==> src/rtl/spi_reg_ctrl.sv <==
// rtl/spi_reg_ctrl.sv - SPI command sequencer with 8-bit register bank, ID and status reads.
// Optional build macro SPI_REG_CTRL_AUTOINC_EN enables burst pointer auto-increment.
module spi_reg_ctrl #(
   parameter int         NUM_REGS  = 16,
   parameter logic [7:0] ID_BYTE   = 8'hA5,
   parameter logic [7:0] IDLE_BYTE = 8'h0A
) (
   input  logic                    clk,
   input  logic                    rst_n,
   input  logic                    cs_n,
   input  logic [7:0]              rx_byte,
   input  logic                    rx_valid,
   output logic [7:0]              tx_byte,
   output logic [8*NUM_REGS-1:0]   regs,
   output logic                    wr_strobe,
   output logic [6:0]              wr_addr
);

   localparam logic [6:0] REG_LIMIT   = 7'(NUM_REGS);
   localparam logic [6:0] STATUS_ADDR = 7'h7E;
   localparam logic [6:0] ID_ADDR     = 7'h7F;

   typedef enum logic [1:0] {IDLE, CMD, WRITE, READ} state_t;

   state_t     state;
   state_t     state_nxt;
   logic       cs_meta;
   logic       cs_s;
   logic [6:0] ptr;
   logic       err;
   logic [7:0] reg_q [NUM_REGS];

   logic       cmd_valid;
   logic       cmd_read;
   logic       wr_valid;
   logic       rd_valid;
   logic       wr_hit;
   logic [6:0] rd_addr;
   logic [7:0] rd_data;
   logic       rd_err_set;
   logic       rd_err_clr;

   function automatic logic [6:0] advance(input logic [6:0] a);
`ifdef SPI_REG_CTRL_AUTOINC_EN
      return a + 7'd1;
`else
      return a;
`endif
   endfunction

   always_ff @(posedge clk or negedge rst_n) begin
      if (!rst_n) begin
         cs_meta <= 1'b1;
         cs_s    <= 1'b1;
      end else begin
         cs_meta <= cs_n;
         cs_s    <= cs_meta;
      end
   end

   always_ff @(posedge clk or negedge rst_n) begin
      if (!rst_n) begin
         state <= IDLE;
      end else begin
         state <= state_nxt;
      end
   end

   // A byte arriving with the frame end is still handled by the current state.
   always_comb begin
      state_nxt = state;
      case (state)
         IDLE:    if (!cs_s) state_nxt = CMD;
         CMD:     if (rx_valid) state_nxt = rx_byte[7] ? READ : WRITE;
         WRITE:   state_nxt = WRITE;
         READ:    state_nxt = READ;
         default: state_nxt = IDLE;
      endcase
      if (cs_s) state_nxt = IDLE;
   end

   always_comb begin
      cmd_valid = (state == CMD) && rx_valid;
      cmd_read  = cmd_valid && rx_byte[7];
      wr_valid  = (state == WRITE) && rx_valid;
      rd_valid  = (state == READ) && rx_valid;
      wr_hit    = (ptr < REG_LIMIT);
      rd_addr   = (state == CMD) ? rx_byte[6:0] : ptr;
   end

   always_comb begin
      rd_data    = 8'h00;
      rd_err_set = 1'b0;
      rd_err_clr = 1'b0;
      if (rd_addr < REG_LIMIT) begin
         for (int k = 0; k < NUM_REGS; k++) begin
            if (rd_addr == 7'(k)) rd_data = reg_q[k];
         end
      end else if (rd_addr == STATUS_ADDR) begin
         rd_data    = {7'b0, err};
         rd_err_clr = 1'b1;
      end else if (rd_addr == ID_ADDR) begin
         rd_data = ID_BYTE;
      end else begin
         rd_err_set = 1'b1;
      end
   end

   always_ff @(posedge clk or negedge rst_n) begin
      if (!rst_n) begin
         for (int k = 0; k < NUM_REGS; k++) reg_q[k] <= 8'h00;
      end else begin
         for (int k = 0; k < NUM_REGS; k++) begin
            if (wr_valid && wr_hit && (ptr == 7'(k))) reg_q[k] <= rx_byte;
         end
      end
   end

   // Read commands prefetch: the pointer already points past the byte just loaded into tx_byte.
   always_ff @(posedge clk or negedge rst_n) begin
      if (!rst_n) begin
         ptr       <= 7'd0;
         err       <= 1'b0;
         tx_byte   <= IDLE_BYTE;
         wr_strobe <= 1'b0;
         wr_addr   <= 7'd0;
      end else begin
         wr_strobe <= 1'b0;

         if (cmd_valid) begin
            ptr <= rx_byte[7] ? advance(rx_byte[6:0]) : rx_byte[6:0];
         end else if (wr_valid || rd_valid) begin
            ptr <= advance(ptr);
         end

         if (wr_valid) begin
            if (wr_hit) begin
               wr_strobe <= 1'b1;
               wr_addr   <= ptr;
            end else begin
               err <= 1'b1;
            end
         end

         if (cmd_read || rd_valid) begin
            if (rd_err_clr)      err <= 1'b0;
            else if (rd_err_set) err <= 1'b1;
         end

         if (state_nxt == IDLE)          tx_byte <= IDLE_BYTE;
         else if (cmd_read || rd_valid)  tx_byte <= rd_data;
         else if (cmd_valid)             tx_byte <= IDLE_BYTE;
      end
   end

   for (genvar g = 0; g < NUM_REGS; g++) begin : g_flat
      assign regs[8*g +: 8] = reg_q[g];
   end

endmodule

==> config.mk <==
export PLATFORM = sky130hd
export DESIGN_NAME = spi_reg_ctrl
export DESIGN_NICKNAME = d
export VERILOG_FILES = /design/src/rtl/spi_reg_ctrl.sv
export SDC_FILE = /design/constraint.sdc
export NUM_CORES = 1
export LEC_CHECK = 0
export CORE_UTILIZATION = 30
export DETAILED_ROUTE_END_ITERATION = 6
export PLACE_DENSITY = 0.51
export SLEW_MARGIN = 15
export SYNTH_ARGS = -nofsm -noshare
export SYNTH_HDL_FRONTEND = slang
export SYNTH_SLANG_ARGS = --single-unit
==> constraint.sdc <==
create_clock -name clk -period 2.9 [get_ports clk]
set_clock_uncertainty 0.2 [all_clocks]
set_input_delay 0.725 -clock clk [delete_from_list [all_inputs] [get_ports clk]]
set_output_delay 0.725 -clock clk [all_outputs]
set_load 0.005 [all_outputs]
---- Word level (Yosys, flattened, before mapping) ----
Cells that the tools add are included.
W data, S select, Z words.
word-level totals
  output and inout bits ................... 144
  bits of input ports ..................... 12
  register bits after elaboration ......... 156
cells by class
  mux-type cells .......................... 39
  magnitude comparators ................... 2
  eq/ne operators ......................... 35
  reduce and logical (&&, ||, !) cells .... 28
operators by type and width
  cell                  count
  $mux W8               22
  $eq A7 B4 Y1 const B  16
  $eq A7 B3 Y1 const B  8
  $eq A7 B2 Y1 const B  4
  $logic_and A1 B1 Y1   21
  $eq A7 B1 Y1 const B  2
  $eq A7 B7 Y1 const B  2
  $logic_not A7 Y1      2
  $lt A7 B5 Y1 const B  2
  $mux W1               13
  $pmux W2 S4           1
  $mux W7               1
  $eq A2 B2 Y1 const B  2
  $logic_not A2 Y1      2
  $mux W2               2
  $reduce_bool A3 Y1    1
  $eq A2 B1 Y1 const B  1
  $reduce_and A2 Y1     1
  $logic_or A1 B1 Y1    1

---- Depth between registers and ports, before layout ----
Gate-level depths: netlist of the first run.
  word-level depth ........................ 22
  mapped depth ............................ 11
  gate-level depth less buffers ........... 8

---- Worst setup path after synthesis of the first run ----
OpenSTA, ideal clock, no wires.
  path kind ............................... input to register
  start point ............................. input rx_byte[1]
  end point ............................... register tx_byte[1]
  stages on the path ...................... 8
  path slack .............................. -33 ps
  arrival ................................. 2,665 ps
  path through ............................ clkbuf_1 -> nand2_1 -> mux2_2 -> nor4_2 -> nand2_1 -> and3_1 -> a2111oi_2 -> a2bb2oi_2
on the way
  longest elaborated chain between the ends .. 21
ends and longest elaborated chain
  element                RTL line  text
  start, declared        11        input logic [7:0] rx_byte,
  $mux W7 *              88        rd_addr = (state == CMD) ? rx_byte[6:0] : ptr;
  $logic_not A7 Y1       97        if (rd_addr == 7'(k)) rd_data = reg_q[k];
  $mux W8 (16 in a row)  97
  $mux W8 *              95        if (rd_addr < REG_LIMIT) begin
  $mux W8 *              151       else if (cmd_read || rd_valid) tx_byte <= rd_data;
  $mux W8 *              150       if (state_nxt == IDLE) tx_byte <= IDLE_BYTE;
  end signal, assigned   151
  end, declared          13        output logic [7:0] tx_byte,
Mark *: on every way between the ends. The rest lies on a longest branch, timed or not.
A chain may end at the register's enable or synchronous reset.

---- Worst setup path after layout of the first run ----
  start point ............................. input rx_byte[1]
  end point ............................... register tx_byte[6]
The elaborated chain is that of the path after synthesis.

==> summary.md, run 1 <==
| Metric | Value |
|---|---|
| CP Data Required Time | 3.01 ns |
| # DRC | 0 |
| Clk slew on worst S/H paths | 0.06 ns |
| Most used DFF post-synth | dfrtp_1 |
| Register bit total from synthesis | about 160 |
| H-tree levels | 4 |
| Ant. Diodes | 0 |
| Final setup viols | 0 |
| Initial antenna violation count | 0 |
| WL/cell | ~23 µm |
| Share of cells above drive strength 1 | 0.400 |
| Initial DRC Count | 412 |
| Cells after synthesis | ~610 |
| PD cells | 541 nW/µm² |
| CP max FO | 5 |
| Post-layout util | 0.457 |
| Hold-fix buffers at CTS | 0 |
| Pin count of the biggest net entering global routing | between 70 and 80 |
| Via count | 6,397 |
| FFs w/ async S/R, synth | 1.00 |
| GRT Util Overall | 0.230 |
| EDFF count, synth | 0 |
| Core Rows | 57 |
| Top cell family by delay on the critical path | buffers and inverters |
| Die area | about 25,000 µm² |
| Clk root buf | clkbuf_16 |
| Vias in the first global route | approximately 6,600 |
| Fin Setup TNS | 0 ns |
| Ports | ~160 |
| Logic pwr share | 0.190 |
| RePlAce Congestion | 0.921 |
| Critical path startpoint | rx_byte[1] |
| Minimum clock period | between 2 and 3 ns |
| Nets | 898 |
| CP Launch Type | input pin |
| Post-synth top cells | dfrtp_1 (152), mux2_2 (136), nand2_1 (46) |
| Clock tree buffer depth | 2 |
| Most common cell on crit path | buf_4 |
| Buffers and inverters on the worst path | 4 |
| Synth Area per Inst | 12.2 µm² |
| Critical path type | input pin to flop |
| Outcome | complete, no violations |
| Die H | 159 µm |
| Flop pwr share | 0.412 |
| Cell chain of the critical path | dlygate4sd2_1 > and4bb_2 > a31oi_1 > buf_4 > nor4_4 > buf_4 > buf_4 > a22o_1 > a221oi_2 > nand4_1 > a21oi_2 > o21ai_1 |
| Worst skew pair latency | roughly 0.43 ns |
| Clock Sinks | 156 |
| Via/cell ratio | between 5 and 6 |
| Hold WC Path Type | input pin to asynchronous set/reset pin |
| DR pass1 iterations | 5 |
| Post-synthesis sequential area ratio | 0.526 |
| Slew Viols, Final | 0 |
| DP Wirelength | 21,600 µm |
| Yosys top cell area share | 0.512 |
| Congestion Overflow GR | 0 |
| Hold slack | 0.00834 ns |
| Cell taking the most area after synthesis | dfrtp_1 |
| Int Pwr | 4.36 mW |
| First-pass GRT wire length | roughly 43,000 µm |
| Worst path arrival time | around 3.0 ns |
| RR Startpoint | state[1] |
| Final hold vios | 0 |
| Area Growth Syn to Fin | 49.7% |
| Largest cells by area after synthesis | dfrtp_1 (51%), mux2_2 (21%), nand2_1 (2.3%), a221oi_1 (1.9%), a21oi_1 (1.6%) |
| Initial Util | 0.305 |
| Post-Syn Area | 7420 µm² |
| Slowest-stage cell, CP | dlygate4sd2_1 |
| Antenna-violating nets left | 0 |
| Yosys warns | 0 |
| DRT Wirelength | between 20,000 and 30,000 µm |
| Unrepaired setup endpoints after global routing | yes |
| Fin worst setup slack | 0.0426 ns |
| Leakage | 5.05 nW |
| Crit end category | flop |
| Switching share of power | 0.275 |
| CTS tree | done |
| Fmax | 0.350 GHz |
| DP Worst Slack | -0.763 ns |
| Post-Syn Nets | between 600 and 700 |
| CORE AREA | 24,300 µm² |
| Die W | 159 µm |
| Crit path largest cell delay | 0.36 ns |
| Top-count cell post-synth | dfrtp_1 |
| Num CTS Buffers | 17 |
| Fraction of the cycle the final worst path needs | 0.985 |
| Worst slew margin | 0.542 |
| Yosys cell types | 63 |
| Max-cap violation count | 0 |
| Input/output buffers | 155 |
| Clock group share of total power | 0.398 |
| Net Switching | 1.66 mW |
| Worst-Margin Slew | 0.682 ns |
| Max rail drop VDD | roughly 0.00032 V |
==> logic make-up (layout without fill, tap and decap cells) <==
group           Yosys count  in the layout  synth area share
compound gates          124            124             0.123
buf+inv                  48            339            0.0278
flops                   156            156             0.526
mux                     142            142             0.216
simple gates            137            137             0.106
==> what timing repair did <==
action / CTS / global route
resized for setup: 16 / 17
buffers inserted: 6 / 6
pin swaps: 5 / 4
endpoints found under the setup margin: 8 / 7
cloned: 0 / 1
hold endpoints to repair: 0 / 0
==> layout make-up <==
cell class,instances,area (µm²)
clock buffers,18,439
well taps,324,405
inverters,12,45.0
multi-input cells,403,3440
fillers,2250,13200
repair buffers,296,2690
flip-flops and latches,156,3910
clock inverters,13,189
==> registers in the layout, indices dropped and copies added (netlist names) <==
register	cells
tx_byte	8
wr_addr	7
state	2
ptr	7
cs_meta	1
cs_s	1
wr_strobe	1
err	1
regs	128
==> placed cells by master (no fill, tap or decap), types with 4 or more instances in the layout <==
cell and n:
a21oi_1 20, a221o_1 4, a221oi_1 11, a221oi_2 6
a222oi_1 4, a22o_1 4, a22oi_1 12, a31oi_1 4
a32oi_1 6, and2_1 4, buf_12 7, buf_4 132
bufinv_16 4, clkbuf_16 17, clkdlybuf4s50_1 147, clkinvlp_4 5
dfrtp_1 151, dfstp_2 4, dlygate4sd2_1 6, inv_1 10
mux2_2 136, nand2_1 46, nand3_1 13, nor2_1 28
nor2b_1 8, nor3_1 5, nor3_2 5, nor4_4 7
o211ai_1 4, o21ai_0 13, o21ai_1 6
==> layer usage <==
metal  track usage  share of wire  vias up  wire (µm)
met5             0              0        -          0
met4        0.0691          0.020        0        574
met3        0.0448          0.051       35       1470
met2         0.376           0.49      231      13900
met1         0.309           0.44     3288      12700
li1              -              -     2843          -
==> final timing paths <==
check | endpoint | slack (ns) | cells after the start
setup / recovery | tx_byte[6] | 0.04 | 12
max in group asynchronous | wr_strobe | 1.76 | 2
hold / removal | regs[118] | 0.008 | 1
hold reg to reg | cs_s | 0.16 | 0
setup reg to reg | tx_byte[4] | 0.06 | 11
min in group clk | cs_s | 0.16 | 0
==> power groups by stage <==
stage / sequential, mW / clock, mW / combinational, mW
5_1_grt: 2.50 / 2.53 / 1.23
3_5_place_dp: 2.52 / 0 / 1.08
6_report: 2.48 / 2.39 / 1.14
3_3_place_gp: 2.52 / 0 / 1.07
4_1_cts: 2.48 / 2.43 / 1.11
2_1_floorplan: 2.44 / 0 / 0.489
==> worst reg2reg max path, stage by stage (launching register included) <==
cell,delay [ns]
dfrtp_1,0.42
and2b_2,0.31
mux2i_4,0.34
buf_4,0.17
buf_4,0.10
nor3_2,0.05
clkdlybuf4s15_2,0.25
and3_1,0.19
o22ai_1,0.26
a21oi_2,0.14
o211ai_1,0.22
nand2_1,0.07
==> stage by stage <==
stage / instances / total power [mW] / instance area, µm²
final: 1222 / 6.02 / 11100
after floorplan: 607 / 2.93 / 7440
after global routing: 1222 / 6.26 / 11100
after CTS: 1215 / 6.02 / 11000
after detailed placement: 1178 / 3.60 / 10300
after global placement: 1178 / 3.59 / 10300
Power figures use the tool's default switching activity.
==> run 2, diff against run 1 <==
CAP_MARGIN = 20   (was default)
SLEW_MARGIN = default   (was 15)
==> results of run 2 <==
The final DEF is identical to that of run 1; final timing and power are the same.
==> run 3, diff against run 2 <==
CAP_MARGIN = default   (was 20)
CORE_UTILIZATION = 46   (was 30)
PLACE_DENSITY = 0.73   (was 0.51)
==> run 3 against run 2 <==
Effect of this change: fmax up 0.26%; setup slack better by 0.0073 ns; flip-flop and latch count unchanged; clock power down 4%; via count up 1.2%; critical endpoint is now tx_byte[1].
==> summary.md, run 3 (synthesis results as in run 1) <==
| Metric | Value |
|---|---|
| RR Startpoint | state[1] (unchanged) |
| Share of cells above drive strength 1 | 0.388 (was 0.400) |
| Total chip power | 5.89 mW (was 6.02 mW) |
| Hold slack | 0.0872 ns (was 0.00834 ns) |
| Clk root buf | clkbuf_16 (unchanged) |
| Clock tree buffer depth | 2 (unchanged) |
| # DRC | 0 (unchanged) |
| Crit end category | flop (unchanged) |
| Fraction of the cycle the final worst path needs | 0.983 (was 0.985) |
| Core Rows | 46 (was 57) |
| PD cells | 544 nW/µm² (was 541 nW/µm²) |
| CORE AREA | 15,800 µm² (was 24,300 µm²) |
| Worst slew margin | 0.615 (was 0.542) |
| First-pass GRT wire length | 39,500 µm (was 43,000 µm) |
| Worst Reg-to-Reg Cells | 8 (was 11) |
| Slew Viols, Final | 0 (unchanged) |
| Nets | 873 (was 898) |
| Initial Util | 0.469 (was 0.305) |
| Post-layout util | 0.684 (was 0.457) |
| Input/output buffers | 155 (unchanged) |
| Final setup viols | 0 (unchanged) |
| Leakage | 4.96 nW (was 5.05 nW) |
| CP Launch Type | flop (was input pin) |
| DRT Wirelength | 26,300 µm (was 28,600 µm) |
| Initial DRC Count | 490 (was 412) |
| Initial antenna violation count | 0 (unchanged) |
| Via count | 6,476 (was 6,397) |
| Commonest non-fill, non-tap cells in the layout | dfrtp_1 (150), clkdlybuf4s50_1 (147), mux2_2 (136) (was dfrtp_1 (151), clkdlybuf4s50_1 (147), mux2_2 (136)) |
| Register-to-register path setup slack | 0.05 ns (was 0.06 ns) |
| Die H | 129 µm (was 159 µm) |
| DP Wirelength | 18,900 µm (was 21,600 µm) |
| Hold WC Path Type | input pin to asynchronous set/reset pin (unchanged) |
| DP Worst Slack | -0.646 ns (was -0.763 ns) |
| Reg area | 3910 µm² (about the same) |
| Die area | 16,700 µm² (was 25,400 µm²) |
| Placed Cells | 1,052 (was 1,178) |
| CP max FO | 12 (was 5) |
| Pin count of the biggest net entering global routing | 89 (was 75) |
| RePlAce Congestion | 0.938 (was 0.921) |
| Clock Sinks | 156 (unchanged) |
| Final hold vios | 0 (unchanged) |
| Max-cap violation count | 0 (unchanged) |
| Vias in the first global route | 6,624 (was 6,644) |
| DR pass1 iterations | 6 (was 5) |
| Critical path type | flop to flop (was input pin to flop) |
| Via/cell ratio | 5.94 (was 5.23) |
| Multi-input logic area | 3500 µm² (was 3440 µm²) |
| Fmax | 0.351 GHz (was 0.350 GHz) |
| Fin worst setup slack | 0.0499 ns (was 0.0426 ns) |
| Ant. Diodes | 0 (unchanged) |
| CTS tree | done (unchanged) |
| Fill count | 1,135 (was 2,250) |
| Number of flip-flops in the largest register | 128 (unchanged) |
| Die W | 129 µm (was 159 µm) |
| Clk slew on worst S/H paths | 0.07 ns (was 0.06 ns) |
| Hold-fix buffers at CTS | 0 (unchanged) |
| Minimum clock period | 2.85 ns (was 2.86 ns) |
| RR Endpoint | tx_byte[1] (was tx_byte[4]) |
| CP Data Required Time | 3.06 ns (was 3.01 ns) |
| H-tree levels | 4 (unchanged) |
| Area Growth Syn to Fin | 45.8% (was 49.7%) |
| GRT Util Overall | 0.326 (was 0.230) |
| Worst path arrival time | 3.01 ns (was 2.97 ns) |
| Congestion Overflow GR | 0 (unchanged) |
| Outcome | complete, no violations (unchanged) |
| Worst-Margin Slew | 0.576 ns (was 0.682 ns) |
| Ports | 156 (unchanged) |
| Layout Cells excl Fill | 1,090 (was 1,222) |
| Num CTS Buffers | 17 (unchanged) |
| Worst skew pair latency | 0.43 ns (about the same) |
| Max rail drop VDD | 0.000427 V (was 0.000316 V) |
| Antenna-violating nets left | 0 (unchanged) |
| WL/cell | 24.1 µm (was 23.4 µm) |
| Commonest non-fill, non-tap cell in the layout | dfrtp_1 (unchanged) |
==> run 3: how the worst max path moves through the flow <==
stage,start,to,cells past startpoint
2_1_floorplan,rx_byte[1],tx_byte[1],8
3_3_place_gp,rx_byte[0],tx_byte[1],9
3_5_place_dp,rx_byte[1],tx_byte[1],9
4_1_cts,rx_byte[3],tx_byte[0],12
5_1_grt,state[1],tx_byte[1],8
6_report,state[1],tx_byte[1],8
==> run 3: worst max-delay path, cell delays in order, from the launching register on <==
cell	delay, ns
dfrtp_2	0.48
nand2b_4	0.28
mux2_2	0.42
nor4_4	0.42
a32oi_1	0.14
nand4_1	0.17
o21ai_2	0.10
a2111oi_4	0.39
a2bb2oi_2	0.16
==> run 3: area by class of cell <==
cell class | count | area share
Clock buffer | 19 | 0.0409
Clock inverter | 13 | 0.0143
Inverter | 12 | 0.00416
Multi-Input combinational cell | 403 | 0.323
Sequential cell | 156 | 0.361
Tap cell | 216 | 0.0250
Timing Repair Buffer | 271 | 0.231
==> run 3: report_power, final <==
group / internal (mW) / switching, mW
combinational: 0.570 / 0.571
sequential: 2.31 / 0.152
clock: 1.31 / 0.973
==> run 3: repair_timing <==
action	4_1_cts	5_1_grt
resized for setup	16	29
pin swaps	4	8
setup endpoints to repair	8	8
buffers inserted	2	4
==> run 3: metal layers <==
layer	part of all wire	track usage
met1	0.42	0.433
met3	0.072	0.0640
met2	0.48	0.536
met5	0	0
met4	0.027	0.111
==> run 3: metrics by stage <==
stage	setup TNS, ns	instance area (µm²)
floorplan	-0.00460	7440
global placement	-6.76	9980
detailed placement	-8.25	9980
CTS	-0.170	10700
global route	-0.0201	10800
finish	0	10800
